[config.mk]
export PLATFORM = sky130hd
export DESIGN_NAME = serializer
export DESIGN_NICKNAME = d
export VERILOG_FILES = /design/src/rtl/serializer.sv
export SDC_FILE = /design/constraint.sdc
export NUM_CORES = 1
export LEC_CHECK = 0
export CORE_UTILIZATION = 27
export DETAILED_ROUTE_END_ITERATION = 12
export PLACE_DENSITY = 0.49
export SLEW_MARGIN = 20
export SYNTH_ARGS = -nofsm -noshare
export SYNTH_HDL_FRONTEND = slang
export SYNTH_SLANG_ARGS = --single-unit
export TNS_END_PERCENT = 100
[constraint.sdc]
create_clock -name iClk -period 2.1 [get_ports iClk]
set_clock_uncertainty 0.1 [all_clocks]
set_input_delay 0.315 -clock iClk [delete_from_list [all_inputs] [get_ports iClk]]
set_output_delay 0.315 -clock iClk [all_outputs]
set_load 0.05 [all_outputs]
[src/rtl/serializer.sv]
// Parallel-to-serial transmitter: valid/ready word intake into a one-word holding buffer,
// MSB-first shift-out on each enabled clock, with a frame-active flag and end-of-word pulse.
module serializer #(
    parameter int unsigned DATA_SIZE = 4
) (
    input  logic                 iClk,
    input  logic                 iRst,
    input  logic                 iEn,
    input  logic                 iValid,
    input  logic [DATA_SIZE-1:0] iData,
    output logic                 oReady,
    output logic                 oData_out,
    output logic                 oLoading,
    output logic                 oDone_flag,
    output logic                 oBusy
);

    localparam int unsigned CntW = $clog2(DATA_SIZE);

    typedef enum logic {StIdle, StShift} state_e;

    state_e               r_state;
    logic [DATA_SIZE-1:0] r_hold;
    logic                 r_hold_valid;
    logic [DATA_SIZE-1:0] r_shift;
    logic [CntW-1:0]      r_bit_cnt;
    logic                 r_data_out;
    logic                 r_loading;
    logic                 r_done;

    logic w_accept;
    logic w_last;
    logic w_load;

    assign oReady   = !r_hold_valid && !iRst;
    assign w_accept = iValid && oReady;
    // Last bit has now been presented for a full enabled period.
    assign w_last   = (r_state == StShift) && (r_bit_cnt == '0);
    assign w_load   = iEn && r_hold_valid && ((r_state == StIdle) || w_last);

    always_ff @(posedge iClk) begin
        if (iRst) begin
            r_state      <= StIdle;
            r_hold       <= '0;
            r_hold_valid <= 1'b0;
            r_shift      <= '0;
            r_bit_cnt    <= '0;
            r_data_out   <= 1'b0;
            r_loading    <= 1'b0;
            r_done       <= 1'b0;
        end else begin
            r_done <= 1'b0;

            // Accept and drain are mutually exclusive: accept needs an empty buffer.
            if (w_accept) begin
                r_hold       <= iData;
                r_hold_valid <= 1'b1;
            end

            if (w_load) begin
                r_state      <= StShift;
                r_shift      <= r_hold;
                r_data_out   <= r_hold[DATA_SIZE-1];
                r_loading    <= 1'b1;
                r_bit_cnt    <= CntW'(DATA_SIZE - 1);
                r_hold_valid <= 1'b0;
            end

            if (iEn && (r_state == StShift)) begin
                if (w_last) begin
                    r_done <= 1'b1;
                    if (!r_hold_valid) begin
                        r_state    <= StIdle;
                        r_loading  <= 1'b0;
                        r_data_out <= 1'b0;
                    end
                end else begin
                    r_shift    <= r_shift << 1;
                    r_data_out <= r_shift[DATA_SIZE-2];
                    r_bit_cnt  <= r_bit_cnt - CntW'(1);
                end
            end
        end
    end

    assign oData_out  = r_data_out;
    assign oLoading   = r_loading;
    assign oDone_flag = r_done;
    assign oBusy      = (r_state == StShift) || r_hold_valid;

endmodule

Yosys cells after proc, flatten, opt, wreduce, memory -nomap -nowiden
Index checks and enable logic that the tools add are counted.
Word-level totals
  output and inout bits: 5
  bits in writable memories: 0
  input port bits: 8
  register bits: 15
  logic and storage cells: 43
  latch bits: 0
  bits in read-only memories: 0
  memories: 0
Operators by class
  bitwise logic cells: 2
  reduce and logical (&&, ||, !) cells: 13
  divide/modulo/power cells: 0
  $lt $le $gt $ge: 0
  $mul: 0
  shift-type cells: 0
  multiplexer cells: 19
  equal/unequal tests: 0
  $add $sub $neg: 1
Operators with widths (count)
  2-to-1 mux 1 bit: 13
  2-to-1 mux 4 bit: 3
  logical AND 1 bit: 6
  2-to-1 mux 2 bit: 3
  OR reduction 2 bit: 2
  zero test 1 bit: 2
  zero test 2 bit: 1
  logical OR 1 bit: 2
  inverter 1 bit: 2
  subtractor 2 x 1 -> 2 bit, second input constant: 1

Longest topological paths before layout
Gate-level depths: netlist of run 1.
  word-level depth: 8
  depth in mapped cells: 5
  depth with buffers taken out: 5

Least setup slack after synthesis of run 1
OpenSTA, ideal clock, no wires.
  kind: input to output
  start: in iRst
  end: out oReady
  required time: 1685 ps
  slack: 514 ps
  buffers on the path: 1
  arrival: 1171 ps
  stages: 2
  cells stage by stage: clkbuf_1 nor2_1
On the way
  cells in the longest elaborated chain, start to end: 2
RTL lines
  start, declared: RTL line 7  | input logic iRst,
  zero test 1 bit: RTL line 35  | assign oReady = !r_hold_valid && !iRst;
  logical AND 1 bit: RTL line 35
  end, declared: RTL line 11  | output logic oReady,
Every way passes these cells.

Worst setup path after layout of run 1
  start: reg r_loading (netlist: oLoading)
  end: out oLoading
RTL lines
  start, declared: RTL line 28  | logic r_loading;
  start signal, assigned: RTL line 49  | r_loading <= 1'b0;
  start signal, assigned: RTL line 64  | r_loading <= 1'b1;
  start signal, assigned: RTL line 74  | r_loading <= 1'b0;
  end, declared: RTL line 13  | output logic oLoading,
No word-level cell between the ends.

==> results of run 1 <==
==> layout by cell type, fill, tap and decap left out, types with 2 or more instances in the layout <==
cell type,n
dfxtp_1,14
nor2_1,11
clkdlybuf4s50_1,10
mux2i_1,4
inv_1,3
nor3_1,3
o21ai_0,3
a211oi_1,3
o21a_1,3
clkbuf_4,3
nand2_1,2
nand3b_1,2
nand3_1,2
buf_4,2
==> kinds of logic (layout without fill, tap and decap cells) <==
group	Yosys count	count (layout)
AND/OR/NAND/NOR	28	28
flip-flops	14	14
AO/OA/AOI/OAI	13	13
buffers and inverters	7	20
multiplexers	4	4
adder cells (fa/ha/maj)	1	1
==> metal layers <==
| layer | vias up | track usage (%) | wire length [µm] |
|---|---|---|---|
| li1 | 261 | - | - |
| met5 | - | 0 | 0 |
| met3 | 2 | 5.56 | 48 |
| met1 | 226 | 12.4 | 543 |
| met2 | 11 | 17.6 | 545 |
| met4 | 0 | 4.29 | 14 |
==> worst max-delay path by stage <==
| stage | start | end | slack (ns) |
|---|---|---|---|
| 3_5_place_dp | iValid | r_hold[1] | 0.36 |
| 6_report | oLoading | oLoading | 0.27 |
| 3_3_place_gp | iValid | r_hold[1] | 0.37 |
| 2_1_floorplan | iRst | oReady | 0.51 |
| 4_1_cts | oData_out | oData_out | 0.25 |
| 5_1_grt | oLoading | oLoading | 0.20 |
==> power by group through the flow <==
| stage | clock [mW] | combinational (mW) | sequential (mW) |
|---|---|---|---|
| global route | 0.218 | 0.115 | 0.296 |
| finish | 0.193 | 0.106 | 0.293 |
| floorplan | 0 | 0.0685 | 0.302 |
| global placement | 0 | 0.107 | 0.300 |
| detailed placement | 0 | 0.108 | 0.300 |
| CTS | 0.204 | 0.108 | 0.293 |
==> state kept, by name, summed over array words and instances, names as in the netlist <==
| signal | cells |
|---|---|
| oDone_flag | 1 |
| r_hold | 4 |
| oLoading | 1 |
| r_shift | 3 |
| r_bit_cnt | 2 |
| r_state | 1 |
| oData_out | 1 |
| r_hold_valid | 1 |
==> layout make-up <==
class	instances	area, µm²
multi-input combinational	46	304
fill	224	1390
timing repair buffer	13	135
sequential	14	280
tap	28	35.0
clock buffer	4	36.3
inverter	3	11.3
==> flow_summary.yaml, run 1 <==
floorplan:
  ioPinCount: 13
  die_h_um: 50.0
  dieWidth_um: 50.0
  core_area_um2: 2190
  start_util_pct: 28.4
  rows: 17
  fp.dieArea_um2: 2500
pwr:
  power_density_nw_per_um2: 738
  switchingPower_uw: 156
  ir_worst_vdd_uv: 463
  power.internal_uw: 436
  pwr-share-clk_pct: 32.6
  p_leak_nw: 0.305
  combPwrFrac_pct: 18.0
  power_frac_seq_pct: 49.5
  p_total_uw: 592
  p_sw_share_pct: 26.3
placement:
  routabilityCongestion: 0.761
  post-place-ws_ns: 0.362
  hpwl_um: 934
  placed_area_um2: 766
  numPortBuffers: 12
  dp.cells: 104
synthesis:
  syn_avg_cell_area_um2: 9.30
  synth-seq-cells: 14
  synth_top_area_share_pct: 45.0
  synth.distinct_cells: 28
  async_flop_share_pct: 0
  ys.flop_type: "dfxtp_1"
  synth-edff-count: 0
  synth_top_family_by_area: "simple AND/OR/NAND/NOR gates"
  synthCells: 67
  synthSimpleGateAreaFrac_pct: 23.5
  netlist_area_um2: 623
  yosys.area.top_type: "dfxtp_1"
  synth.most_common_cell: "dfxtp_1"
  ys_top_cells_by_area: "dfxtp_1, nor2_1, mux2i_1, a211oi_1, o21a_1"
  synth_xor_area_share_pct: 0
  synthMuxAreaShare_pct: 6.43
  synth_seq_area_share_pct: 45.0
  synth_compound_area_share_pct: 16.9
  ys_warn_count: 0
  synth_commonest_cells: "dfxtp_1, nor2_1, mux2i_1"
  synth_fa_ha_area_share_pct: 2.01
  syn_nets: 76
sta:
  whs_ns: 0.376
  finalCriticalPeriod_ns: 1.83
  tightest_slew_ns: 0.492
  maxSlewHeadroom_pct: 67.1
  max_freq_ghz: 0.547
  period_share_pct: 87.1
  tns_ns: 0
  rsz0062_at_grt: "no"
  report.final.slew_viol_count: 0
  finalSetupViolCount: 0
  finalHoldViolCount: 0
  timing.final.ws_setup_ns: 0.271
worst_setup_path:
  worst-path-buf-inv: 1
  rrSetupSlack_ns: 0.67
  worst_setup_path_start_kind: "register"
  crit_family: "buffers and inverters"
  arrival_ns: 1.41
  end_kind: "output pin"
  rr_startpoint: "r_bit_cnt[0]"
  critical_path_class: "register to output pin"
  max_stage_delay_ns: 0.80
  cp.depth: 1
  path_cells: "clkdlybuf4s50_1"
  worstPathRequired_ns: 1.68
  slowest_stage: "clkdlybuf4s50_1"
  r2r_cells: 5
  critPathMaxFanout: 2
  r2r-end: "oData_out"
drt:
  drc_errors: 0
  viasPerCell: 4.63
  wl_um: 1150
  wl_per_cell_um: 10.7
  drtIter0Drc: 3
  final_antenna_net_count: 0
  dr.pass1.iters: 3
  vias: 500
cts:
  cts.clk_slew.worst_paths_ns: 0.09
  worstSkewPairLatency_ns: 0.28
  cts_tree: "built"
  cts_root_buf: "clkbuf_4"
  clock_path_buffers: 2
  ctsHoldBuffers: 0
  htree_levels: 1
  post_cts_buffers: 0
  cts_sinks: 14
  cts_resized: 0
  cts_buffers: 3
global_routing:
  grt_overflow: 0
  grt_first_pass_wirelength_um: 2040
  grt_max_degree: 11
  antenna_found_initial: 0
  grt_use_total_pct: 11.1
  grt_pass1_vias: 473
min_path:
  hold_end: "oLoading"
  hold_start: "oLoading"
  hp-class: "register to register"
  hold_depth: 1
layout:
  area_growth_pct: 28.7
  antenna_cells: 0
  finalInstanceArea_um2: 802
  drive_above_1_share_pct: 15.0
  fin_nets: 90
  fin_util_pct: 36.6
  final_cells: 108
status:
  status: "completed"
job:
  maxCapViolCount: 0
Power figures use the tool's default switching activity.
==> run 2, diff against run 1 <==
Settings changed: SKIP_LAST_GASP set to 1.
Clock period 2.1 ns to 1.8 ns, I/O delays scaled along.
==> flow_summary.yaml, run 2 (synthesis gave the netlist of run 1 again) <==
status:
  status: "completed"
pwr:
  p_total_uw: 703
  p_leak_nw: 0.320
  power_density_nw_per_um2: 863
  ir_worst_vdd_uv: 500
drt:
  final_antenna_net_count: 0
  drc_errors: 0
  dr.pass1.iters: 4
  viasPerCell: 4.62
  vias: 504
  wl_per_cell_um: 10.6
  wl_um: 1160
  drtIter0Drc: 13
worst_setup_path:
  path_cells: "or2_2 -> buf_12"
  max_stage_delay_ns: 0.41
  arrival_ns: 1.20
  end_kind: "output pin"
  slowest_stage: "dfxtp_1"
  r2r_cells: 5
  rr_startpoint: "r_bit_cnt[0]"
  critPathMaxFanout: 10
  r2r-end: "r_bit_cnt[1]"
  cp-endpoint: "oBusy"
  worstPathRequired_ns: 1.43
  crit_start: "r_hold_valid"
  rrSetupSlack_ns: 0.38
  critical_path_class: "register to output pin"
  worst_setup_path_start_kind: "register"
placement:
  dp.cells: 105
  post-place-ws_ns: 0.119
  hpwl_um: 887
  numPortBuffers: 12
  routabilityCongestion: 0.813
floorplan:
  die_h_um: 50.0
  dieWidth_um: 50.0
  start_util_pct: 28.4
  ioPinCount: 13
  core_area_um2: 2190
  rows: 17
  fp.dieArea_um2: 2500
global_routing:
  use_met1_pct: 14.5
  met2_usage_pct: 16.4
  grt_overflow: 0
  grt_first_pass_wirelength_um: 2100
  grt_max_degree: 13
  grt_use_total_pct: 11.3
  busiest_layer: "met2"
  grt.met3_usage_pct: 4.63
  grt_pass1_vias: 469
  antenna_found_initial: 0
layout:
  area_growth_pct: 30.7
  antenna_cells: 0
  fin_util_pct: 37.2
  final_cells: 109
  regMostFlops: "r_hold"
  layout_commonest_cell: "dfxtp_1"
  top_regs: "r_hold x4, r_shift x3, r_bit_cnt x2"
  seq_area_um2: 280
  final_cell_mix: "dfxtp_1, nor2_1, clkdlybuf4s50_1, buf_4, mux2i_1"
  multi_input_area_um2: 304
  drive_above_1_share_pct: 19.8
  largest_reg_flops: 4
  n_fill_cell: 228
  fin_nets: 91
cts:
  cts_resized: 0
  cts_sinks: 14
  ctsHoldBuffers: 0
  cts_root_buf: "clkbuf_4"
  htree_levels: 1
  cts.clk_slew.worst_paths_ns: 0.09
  post_cts_buffers: 0
  clock_path_buffers: 2
  cts_tree: "built"
  cts_buffers: 3
  worstSkewPairLatency_ns: 0.28
sta:
  report.final.slew_viol_count: 0
  maxSlewHeadroom_pct: 79.3
  tns_ns: 0
  finalHoldViolCount: 0
  tightest_slew_ns: 0.310
  finalSetupViolCount: 0
  max_freq_ghz: 0.638
  period_share_pct: 87.1
  timing.final.ws_setup_ns: 0.233
  rsz0062_at_grt: "no"
  finalCriticalPeriod_ns: 1.57
min_path:
  hp-class: "register to register"
job:
  maxCapViolCount: 0
## run 2: cell types whose count changed in the layout (fill, tap and decap cells not counted)
cell,change
buf_4,+3
clkdlybuf4s50_1,-3
buf_12,+1
## run 2: critical path, delay by kind of cell (launching register included)
kind | cells | cell delay, ns
flops | 1 | 0.41
simple gates | 1 | 0.36
buf+inv | 1 | 0.16
## run 2: final cells by class
| cell class | instances | area share (%) |
|---|---|---|
| Tap cell | 28 | 4.30 |
| Clock buffer | 4 | 4.45 |
| Inverter | 3 | 1.38 |
| Timing Repair Buffer | 14 | 18.1 |
| Multi-Input combinational cell | 46 | 37.3 |
| Sequential cell | 14 | 34.4 |
## run 2: worst min path at each step
stage                             from      endpoint  slack (ns)  cells after the start
after global routing         r_hold[0]    r_shift[0]        0.40                      2
after CTS                 r_bit_cnt[0]  r_bit_cnt[0]        0.38                      1
after global placement    r_bit_cnt[0]  r_bit_cnt[0]        0.36                      1
after detailed placement  r_bit_cnt[0]  r_bit_cnt[0]        0.37                      1
final                        r_hold[0]    r_shift[0]        0.38                      2
after floorplan                   iRst    r_shift[1]        0.25                      1
## run 2: through the flow
stage,instance area [µm²],hold WS [ns]
after detailed placement,778,0.368
after global placement,778,0.356
after global routing,815,0.397
final,815,0.380
after CTS,815,0.384
after floorplan,623,0.246
## run 2: metal layers
layer  vias up  share of wire [%]
met5         -                  0
met1       227                 49
li1        262                  -
met3         3                5.4
met2        12                 45
met4         0               0.87
## run 2: where the power goes
part           switching (mW)  internal, mW  leakage, nW  total, mW
Sequential             0.0153         0.327        0.115      0.343
Combinational          0.0671        0.0665        0.184      0.134
Clock                   0.103         0.123       0.0210      0.227
Total                   0.186         0.517        0.320      0.703
